[src/rtl/pipeline_hazard_controller.sv]
// Purpose: stall/flush sequencer for the 5-stage pipeline (load-use, multi-cycle dmem, EX/MEM redirect).
// Latency: all controls are combinational from state + inputs; counters and the timeout flag update on the next edge.
// Backpressure: a busy data memory freezes PC, IF/ID, ID/EX and EX/MEM and bubbles MEM/WB until ready or timeout.
//
// Ports:
//   clk_i, reset_i (synchronous, active-low)
//   id_*          : source registers of the instruction in ID and whether it reads them
//   de_*          : load flag and destination of the instruction in EX
//   em_*          : load/store/taken-branch flags of the instruction in EX/MEM
//   dmem_ready_i  : data memory completes the access this cycle
//   *_write_o     : pipeline register / PC enables
//   *_flush_o     : pipeline register bubble loads (a flush wins over the enable)
//   pc_redirect_o : take the EX/MEM target as the next PC
//   stall_count_o, flush_count_o : saturating performance counters
//   mem_timeout_o : sticky flag, set when a memory wait is aborted
module pipeline_hazard_controller #(
  parameter int unsigned MEM_TIMEOUT = 16,
  parameter int unsigned CNT_W       = 32
) (
  input  logic             clk_i,
  input  logic             reset_i,
  input  logic [4:0]       id_rs1_i,
  input  logic [4:0]       id_rs2_i,
  input  logic             id_uses_rs1_i,
  input  logic             id_uses_rs2_i,
  input  logic             de_mem_read_i,
  input  logic [4:0]       de_write_reg_i,
  input  logic             em_mem_read_i,
  input  logic             em_mem_write_i,
  input  logic             em_pc_select_i,
  input  logic             dmem_ready_i,
  output logic             pc_write_o,
  output logic             pc_redirect_o,
  output logic             fd_write_o,
  output logic             fd_flush_o,
  output logic             de_write_o,
  output logic             de_flush_o,
  output logic             em_write_o,
  output logic             em_flush_o,
  output logic             mw_flush_o,
  output logic [CNT_W-1:0] stall_count_o,
  output logic [CNT_W-1:0] flush_count_o,
  output logic             mem_timeout_o
);

  localparam int unsigned WAIT_W = $clog2(MEM_TIMEOUT + 1);

  localparam logic [WAIT_W-1:0] WAIT_ZERO  = '0;
  localparam logic [WAIT_W-1:0] WAIT_ONE   = WAIT_W'(1);
  localparam logic [WAIT_W-1:0] WAIT_LIMIT = WAIT_W'(MEM_TIMEOUT);
  localparam logic [CNT_W-1:0]  CNT_ONE    = CNT_W'(1);
  localparam logic [CNT_W-1:0]  CNT_MAX    = '1;

  typedef enum logic [0:0] {
    ST_RUN      = 1'b0,
    ST_MEM_WAIT = 1'b1
  } state_t;

  state_t            state_q,       state_d;
  logic [WAIT_W-1:0] wait_cnt_q,    wait_cnt_d;
  logic [CNT_W-1:0]  stall_count_q, stall_count_d;
  logic [CNT_W-1:0]  flush_count_q, flush_count_d;
  logic              mem_timeout_q, mem_timeout_d;

  logic mem_busy;
  logic load_use;
  logic freeze;
  logic resolve;

  assign mem_busy = (em_mem_read_i | em_mem_write_i) & ~dmem_ready_i;

  // x0 is never really written, so a load targeting it cannot create a dependency.
  assign load_use = de_mem_read_i && (de_write_reg_i != 5'd0) &&
                    ((id_uses_rs1_i && (id_rs1_i == de_write_reg_i)) ||
                     (id_uses_rs2_i && (id_rs2_i == de_write_reg_i)));

  always_comb begin
    state_d       = state_q;
    wait_cnt_d    = wait_cnt_q;
    mem_timeout_d = mem_timeout_q;
    freeze        = 1'b0;
    resolve       = 1'b0;

    pc_write_o    = 1'b1;
    pc_redirect_o = 1'b0;
    fd_write_o    = 1'b1;
    fd_flush_o    = 1'b0;
    de_write_o    = 1'b1;
    de_flush_o    = 1'b0;
    em_write_o    = 1'b1;
    em_flush_o    = 1'b0;
    mw_flush_o    = 1'b0;

    case (state_q)
      ST_RUN: begin
        if (mem_busy) begin
          // The freeze starts in the very cycle the busy access is seen.
          freeze     = 1'b1;
          state_d    = ST_MEM_WAIT;
          wait_cnt_d = WAIT_ONE;
        end else begin
          resolve = 1'b1;
        end
      end
      ST_MEM_WAIT: begin
        if (dmem_ready_i) begin
          // Completion cycle behaves like an ordinary RUN cycle.
          resolve    = 1'b1;
          state_d    = ST_RUN;
          wait_cnt_d = WAIT_ZERO;
        end else if (wait_cnt_q < WAIT_LIMIT) begin
          freeze     = 1'b1;
          wait_cnt_d = wait_cnt_q + WAIT_ONE;
        end else begin
          // Abort: let the pipe move, kill the stuck access in EX/MEM and
          // keep it from reaching write-back.
          em_flush_o    = 1'b1;
          mw_flush_o    = 1'b1;
          mem_timeout_d = 1'b1;
          state_d       = ST_RUN;
          wait_cnt_d    = WAIT_ZERO;
        end
      end
      default: begin
        state_d    = ST_RUN;
        wait_cnt_d = WAIT_ZERO;
      end
    endcase

    if (freeze) begin
      pc_write_o = 1'b0;
      fd_write_o = 1'b0;
      de_write_o = 1'b0;
      em_write_o = 1'b0;
      mw_flush_o = 1'b1;
    end

    if (resolve) begin
      if (em_pc_select_i) begin
        // Redirect squashes the three younger instructions; load-use is moot.
        pc_redirect_o = 1'b1;
        pc_write_o    = 1'b1;
        fd_flush_o    = 1'b1;
        de_flush_o    = 1'b1;
        em_flush_o    = 1'b1;
      end else if (load_use) begin
        // Single bubble: the load has moved past EX by the next cycle.
        pc_write_o = 1'b0;
        fd_write_o = 1'b0;
        de_flush_o = 1'b1;
      end
    end

    if (!reset_i) begin
      pc_write_o    = 1'b0;
      pc_redirect_o = 1'b0;
      fd_write_o    = 1'b0;
      fd_flush_o    = 1'b1;
      de_write_o    = 1'b0;
      de_flush_o    = 1'b1;
      em_write_o    = 1'b0;
      em_flush_o    = 1'b1;
      mw_flush_o    = 1'b1;
    end

    stall_count_d = stall_count_q;
    if (!pc_write_o && (stall_count_q != CNT_MAX)) begin
      stall_count_d = stall_count_q + CNT_ONE;
    end

    flush_count_d = flush_count_q;
    if (pc_redirect_o && (flush_count_q != CNT_MAX)) begin
      flush_count_d = flush_count_q + CNT_ONE;
    end
  end

  always_ff @(posedge clk_i) begin
    if (!reset_i) begin
      state_q       <= ST_RUN;
      wait_cnt_q    <= WAIT_ZERO;
      stall_count_q <= '0;
      flush_count_q <= '0;
      mem_timeout_q <= 1'b0;
    end else begin
      state_q       <= state_d;
      wait_cnt_q    <= wait_cnt_d;
      stall_count_q <= stall_count_d;
      flush_count_q <= flush_count_d;
      mem_timeout_q <= mem_timeout_d;
    end
  end

  assign stall_count_o = stall_count_q;
  assign flush_count_o = flush_count_q;
  assign mem_timeout_o = mem_timeout_q;

endmodule

[config.mk]
export PLATFORM = sky130hd
export DESIGN_NAME = pipeline_hazard_controller
export DESIGN_NICKNAME = d
export VERILOG_FILES = /design/src/rtl/pipeline_hazard_controller.sv
export SDC_FILE = /design/constraint.sdc
export NUM_CORES = 1
export LEC_CHECK = 0
export ABC_AREA = 1
export BUFFER_PORTS_ARGS = -buffer_cell sky130_fd_sc_hd__buf_2
export CORE_MARGIN = 3
export CORE_UTILIZATION = 38
export DETAILED_ROUTE_END_ITERATION = 6
export HOLD_SLACK_MARGIN = 0.12
export PLACE_DENSITY = 0.59
export REMOVE_ABC_BUFFERS = 1
export SETUP_SLACK_MARGIN = 0.1
export SYNTH_ARGS = -nofsm -noshare
export SYNTH_HDL_FRONTEND = slang
export SYNTH_SLANG_ARGS = --single-unit
[constraint.sdc]
create_clock -name clk_i -period 2.65 [get_ports clk_i]
set_input_delay 0.6625 -clock clk_i [delete_from_list [all_inputs] [get_ports clk_i]]
set_output_delay 0.6625 -clock clk_i [all_outputs]
set_load 0.005 [all_outputs]
* After elaboration in Yosys (flattened, before gate mapping)
Index checks and enable logic that the tools add are counted.
Word-level totals: flip-flop bits (word level) 71, input port bits 24, output and inout port bits 74, word-level logic and storage cells 65
Operators by class: add/subtract/negate cells 3, magnitude comparators 1, eq/ne operators 5, mux-type cells 36, bitwise operators 5, reduce and logical (&&, ||, !) cells 10
Operators with widths (number):
- $add 32x1->32 const B | 2
- $ne 32x32->1 const B | 2
- $mux 1 | 30
- $mux 5 | 3
- $eq 5x5->1 | 2
- $pmux 5 s2 | 1
- $logic_and 1x1->1 | 6
- $add 5x1->5 const B | 1
- $lt 5x5->1 const B | 1
- $reduce_bool 5->1 | 1
- $pmux 1 s2 | 2
- $not 1->1 | 3
- $reduce_and 3->1 | 1
- $ne 2x2->1 const B | 1
- $and 1x1->1 | 1
- $logic_not 1->1 | 1
- $logic_or 1x1->1 | 1
- $or 1x1->1 | 1

* Depth between registers and ports, before layout
depth in word-level cells 11, depth in mapped cells 12, mapped depth without buffers 12

* Worst setup path after synthesis
Ideal clock, no wire load.
path type input-to-output, start point input port em_mem_write_i, end point output port fd_write_o, arrival 1.720 ns, data required time 1.987 ns, slack 0.267 ns, stages on the path 9, buffers on the path 1, cell sequence nor2_1 -> nor2_1 -> nor2_2 -> nand2_1 -> nor2_1 -> nand3_1 -> nand2_2 -> clkbuf_1 -> inv_1
Between the ends: longest elaborated chain between the ends 9, elaborated cells on any way between the ends 11, classes of those cells mux: 9; bitwise: 2
RTL lines:
- from (decl) | RTL line 29 | input logic em_mem_write_i,
- $or 1x1->1 * | RTL line 70 | assign mem_busy = (em_mem_read_i | em_mem_write_i) & ~dmem_ready_i;
- $and 1x1->1 * | RTL line 70
- $mux 1 | RTL line 96 | if (mem_busy) begin
- $pmux 1 s2 | RTL line 94 | case (state_q)
- $mux 1 | RTL line 130 | if (freeze) begin
- $mux 1 | RTL line 146 | end else if (load_use) begin
- $mux 1 | RTL line 139 | if (em_pc_select_i) begin
- $mux 1 * | RTL line 138 | if (resolve) begin
- $mux 1 * | RTL line 154 | if (!reset_i) begin
- to (decl) | RTL line 34 | output logic fd_write_o,
Every way passes the cells marked *; elsewhere a longest branch is shown, timed or not.

* Worst setup path after layout
start point input port em_mem_write_i, end point output port pc_write_o
Between the ends: longest elaborated chain between the ends 9, elaborated cells on any way between the ends 11, classes of those cells mux: 9; bitwise: 2
RTL lines:
- $or 1x1->1 * | RTL line 70
- $and 1x1->1 * | RTL line 70
- $mux 1 | RTL line 96
- $pmux 1 s2 | RTL line 94
- $mux 1 | RTL line 130
- $mux 1 | RTL line 146
- $mux 1 | RTL line 139
- $mux 1 * | RTL line 138
- $mux 1 * | RTL line 154
- to (decl) | RTL line 32 | output logic pc_write_o,
Marks and branches as above.

==> reports/metrics.cfg <==
[route]
drtAntennaViolNets=0
wl_per_cell_microns=13.3
avgViaCountPerCell=4.99
drt_first_iter_violations=339
top_layer_used=met4
drt_first_pass_iters=5
wl_met2_mm=6.53
drcViolationCount=0
num_vias=5004
met3_length_microns=813
wl_mm=13.3
wl_met1_mm=5.75

[cts]
clkLatencyLatePin_ps=340
clk_pin_slew_ps=50
root_buffer=clkbuf_16
clock_sinks=71
cts_buffer_depth=2
numCtsBuffers=9
cts_tree=done
cts.htree.levels=3
postCtsSetupBuffers=0

[worst_setup_path]
crit_type=input port to output pin
worstPathRequired_ps=1990
end_kind=output pin
reg2regPathDepth=9
reg2reg_slack_ps=410
crit_slowest_cell=nor2_2
cpPeakStageDelay_ps=140
crit_chain=buf_2 -> nor2_1 -> nor2_1 -> nor2_2 -> nand2_1 -> nor2_1 -> nand3_1 -> nand2_2 -> inv_1 -> buf_2
r2r-end=stall_count_o[4]
worstPathMaxFanout=4
crit_family=simple AND/OR/NAND/NOR gates
rr_startpoint=stall_count_o[1]
crit_path_frequent_cell=nor2_1
cp.arrival_ps=1680
crit_path_start_kind=input port
cp_num_buf_inv=3

[place]
gp_congestion=0.940
port_buffers=97
hpwl_mm=10.2

[synthesis]
synth_top_area_share_pct=31.5
synthTopCellsByArea=dfxtp_1 (32%), nand2_1 (21%), nor2_1 (8.4%)
yosysTopAreaCell=dfxtp_1
syn_area_per_cell_sq_um=5.97
syn_inst=755
syn_area_sq_um=4510
netlist-cell-type-count=28
ys.warnings.count=0
ys_ff_latch=71
ys_seq_area_share_pct=31.5

[timing]
min_period_ps=2340
relSlewSlack_pct=53.3
max_freq_mhz=427
final_max_slew_viol_count=0
finalHoldViolCount=0
holdWs_ps=444
setup_viol=0
layout_worst_path_cycle_share_pct=88.4
fin_worst_skew_ps=9.64
tightest_slew_ps=693
rsz0062_at_grt=no

[min_path]
worstHoldStart=mem_timeout_o
whs_path_depth=2
holdCritPathClass=flop to flop
hold_path_end=mem_timeout_o

[grt]
grt_max_degree=40
antenna_found_initial=0
grt_first_pass_wirelength_mm=21.9
grt_pass1_vias=4650
grt_overflow=0
grt_use_total_pct=20.6

[die]
ios=98
dieArea_sq_um=13200
core_sq_um=11500
dieHeight_microns=115
rows=39
die_w_microns=115
start_util_pct=39.1

[cells_and_area]
final_util_pct=47.8
fillers=1219
final-seq-area_sq_um=1420
antenna_cells=0
multi_input_area_sq_um=2700
syn_to_final_growth_pct=22.1
nets=881
drive_gt1_share_pct=15.7

[power]
ir_drop_mv=0.254
power_density_nw_per_um2=470
total_power_mw=2.58
p_leak_nw=2.35

[run_status]
status=completed

[job]
cap_violations=0

-- through the flow --
stage	worst slack, ps	setup TNS [ps]	cell area [sq um]	cells
after floorplan	-515	-19690	4400	734
after global placement	297	0	5160	986
after detailed placement	288	0	5160	986
after CTS	286	0	5490	1002
after global routing	126	0	5500	1002
final	308	0	5500	1002
-- power breakdown --
group | leakage, nW | internal [mW] | switching, mW
Sequential | 0.573 | 1.08 | 0.0104
Combinational | 1.61 | 0.0634 | 0.114
Clock | 0.165 | 0.856 | 0.463
Total | 2.35 | 2.00 | 0.588
-- routing by layer --
metal  up-vias  track usage (%)
met3        18             5.00
met2       160             36.1
li1       2592                -
met1      2234             24.7
met4         0             6.65
met5         -                0
-- sequential cells by signal, indices dropped and copies added (netlist names) --
register       flops
wait_cnt_q         5
mem_timeout_o      1
stall_count_o     32
flush_count_o     32
state_q            1
-- what timing repair did --
action / 4_1_cts / 5_1_grt
hold buffers: 0 / 0
setup endpoints to repair: 0 / 2
gates resized for setup: 0 / 1
-- cells in the final DEF, fill, tap and decap left out, drive strengths merged, types with 14 or more instances in the layout --
cell      n
nand2   261
buf     109
nor2    103
inv      76
dfxtp    71
a21oi    62
nand3    60
nor3     33
xor2     22
clkbuf   14
-- how the worst max path moves through the flow --
| stage | from | slack [ps] | end | cells past startpoint |
|---|---|---|---|---|
| global placement | em_mem_write_i | 300 | fd_write_o | 10 |
| floorplan | reset_i | -510 | fd_write_o | 4 |
| finish | em_mem_write_i | 310 | pc_write_o | 10 |
| CTS | em_mem_write_i | 290 | pc_write_o | 10 |
| global route | em_mem_write_i | 130 | fd_write_o | 10 |
| detailed placement | em_mem_write_i | 290 | pc_write_o | 10 |
-- Yosys cell counts --
cell / instances
a21oi_1: 62
a221oi_1: 1
buf_2: 7
buf_4: 2
buf_6: 2
clkbuf_1: 10
clkinv_1: 1
dfxtp_1: 71
ha_1: 3
inv_1: 73
inv_2: 3
nand2_1: 258
nand2_2: 2
nand2_4: 1
nand3_1: 59
nand3_2: 1
nand3b_1: 10
nand4_1: 9
nor2_1: 101
nor2_2: 2
nor3_1: 32
nor3_4: 1
nor3b_1: 1
nor4_1: 1
o21ai_0: 12
o21ai_1: 1
xnor2_1: 7
xor2_1: 22
-- cell type report --
class	instances	share of cell area [%]
inverters	77	5.25
multi-input cells	586	49.0
repair buffers	109	10.7
flip-flops and latches	71	25.8
clock buffers	14	5.34
clock inverters	2	0.637
well taps	143	3.25
-- worst reg2reg max path: stages (launching register included) --
cell	delay, ps
dfxtp_1	400
ha_1	310
nand2_2	130
nor3_4	200
nand3_1	110
nor2_2	140
nand3_2	330
nand2_8	340
nand2_1	90
a21oi_1	140
-- cells by family (layout without fill, tap and decap cells) --
family	Yosys count	in the layout	share of synthesized area (%)
simple gates	478	478	44.6
buf+inv	98	202	8.86
compound gates	76	76	8.52
flops	71	71	31.5
xor+xnor	29	29	5.64
fa+ha+maj	3	3	0.833
Note: power is estimated with default switching activity, not from simulation.
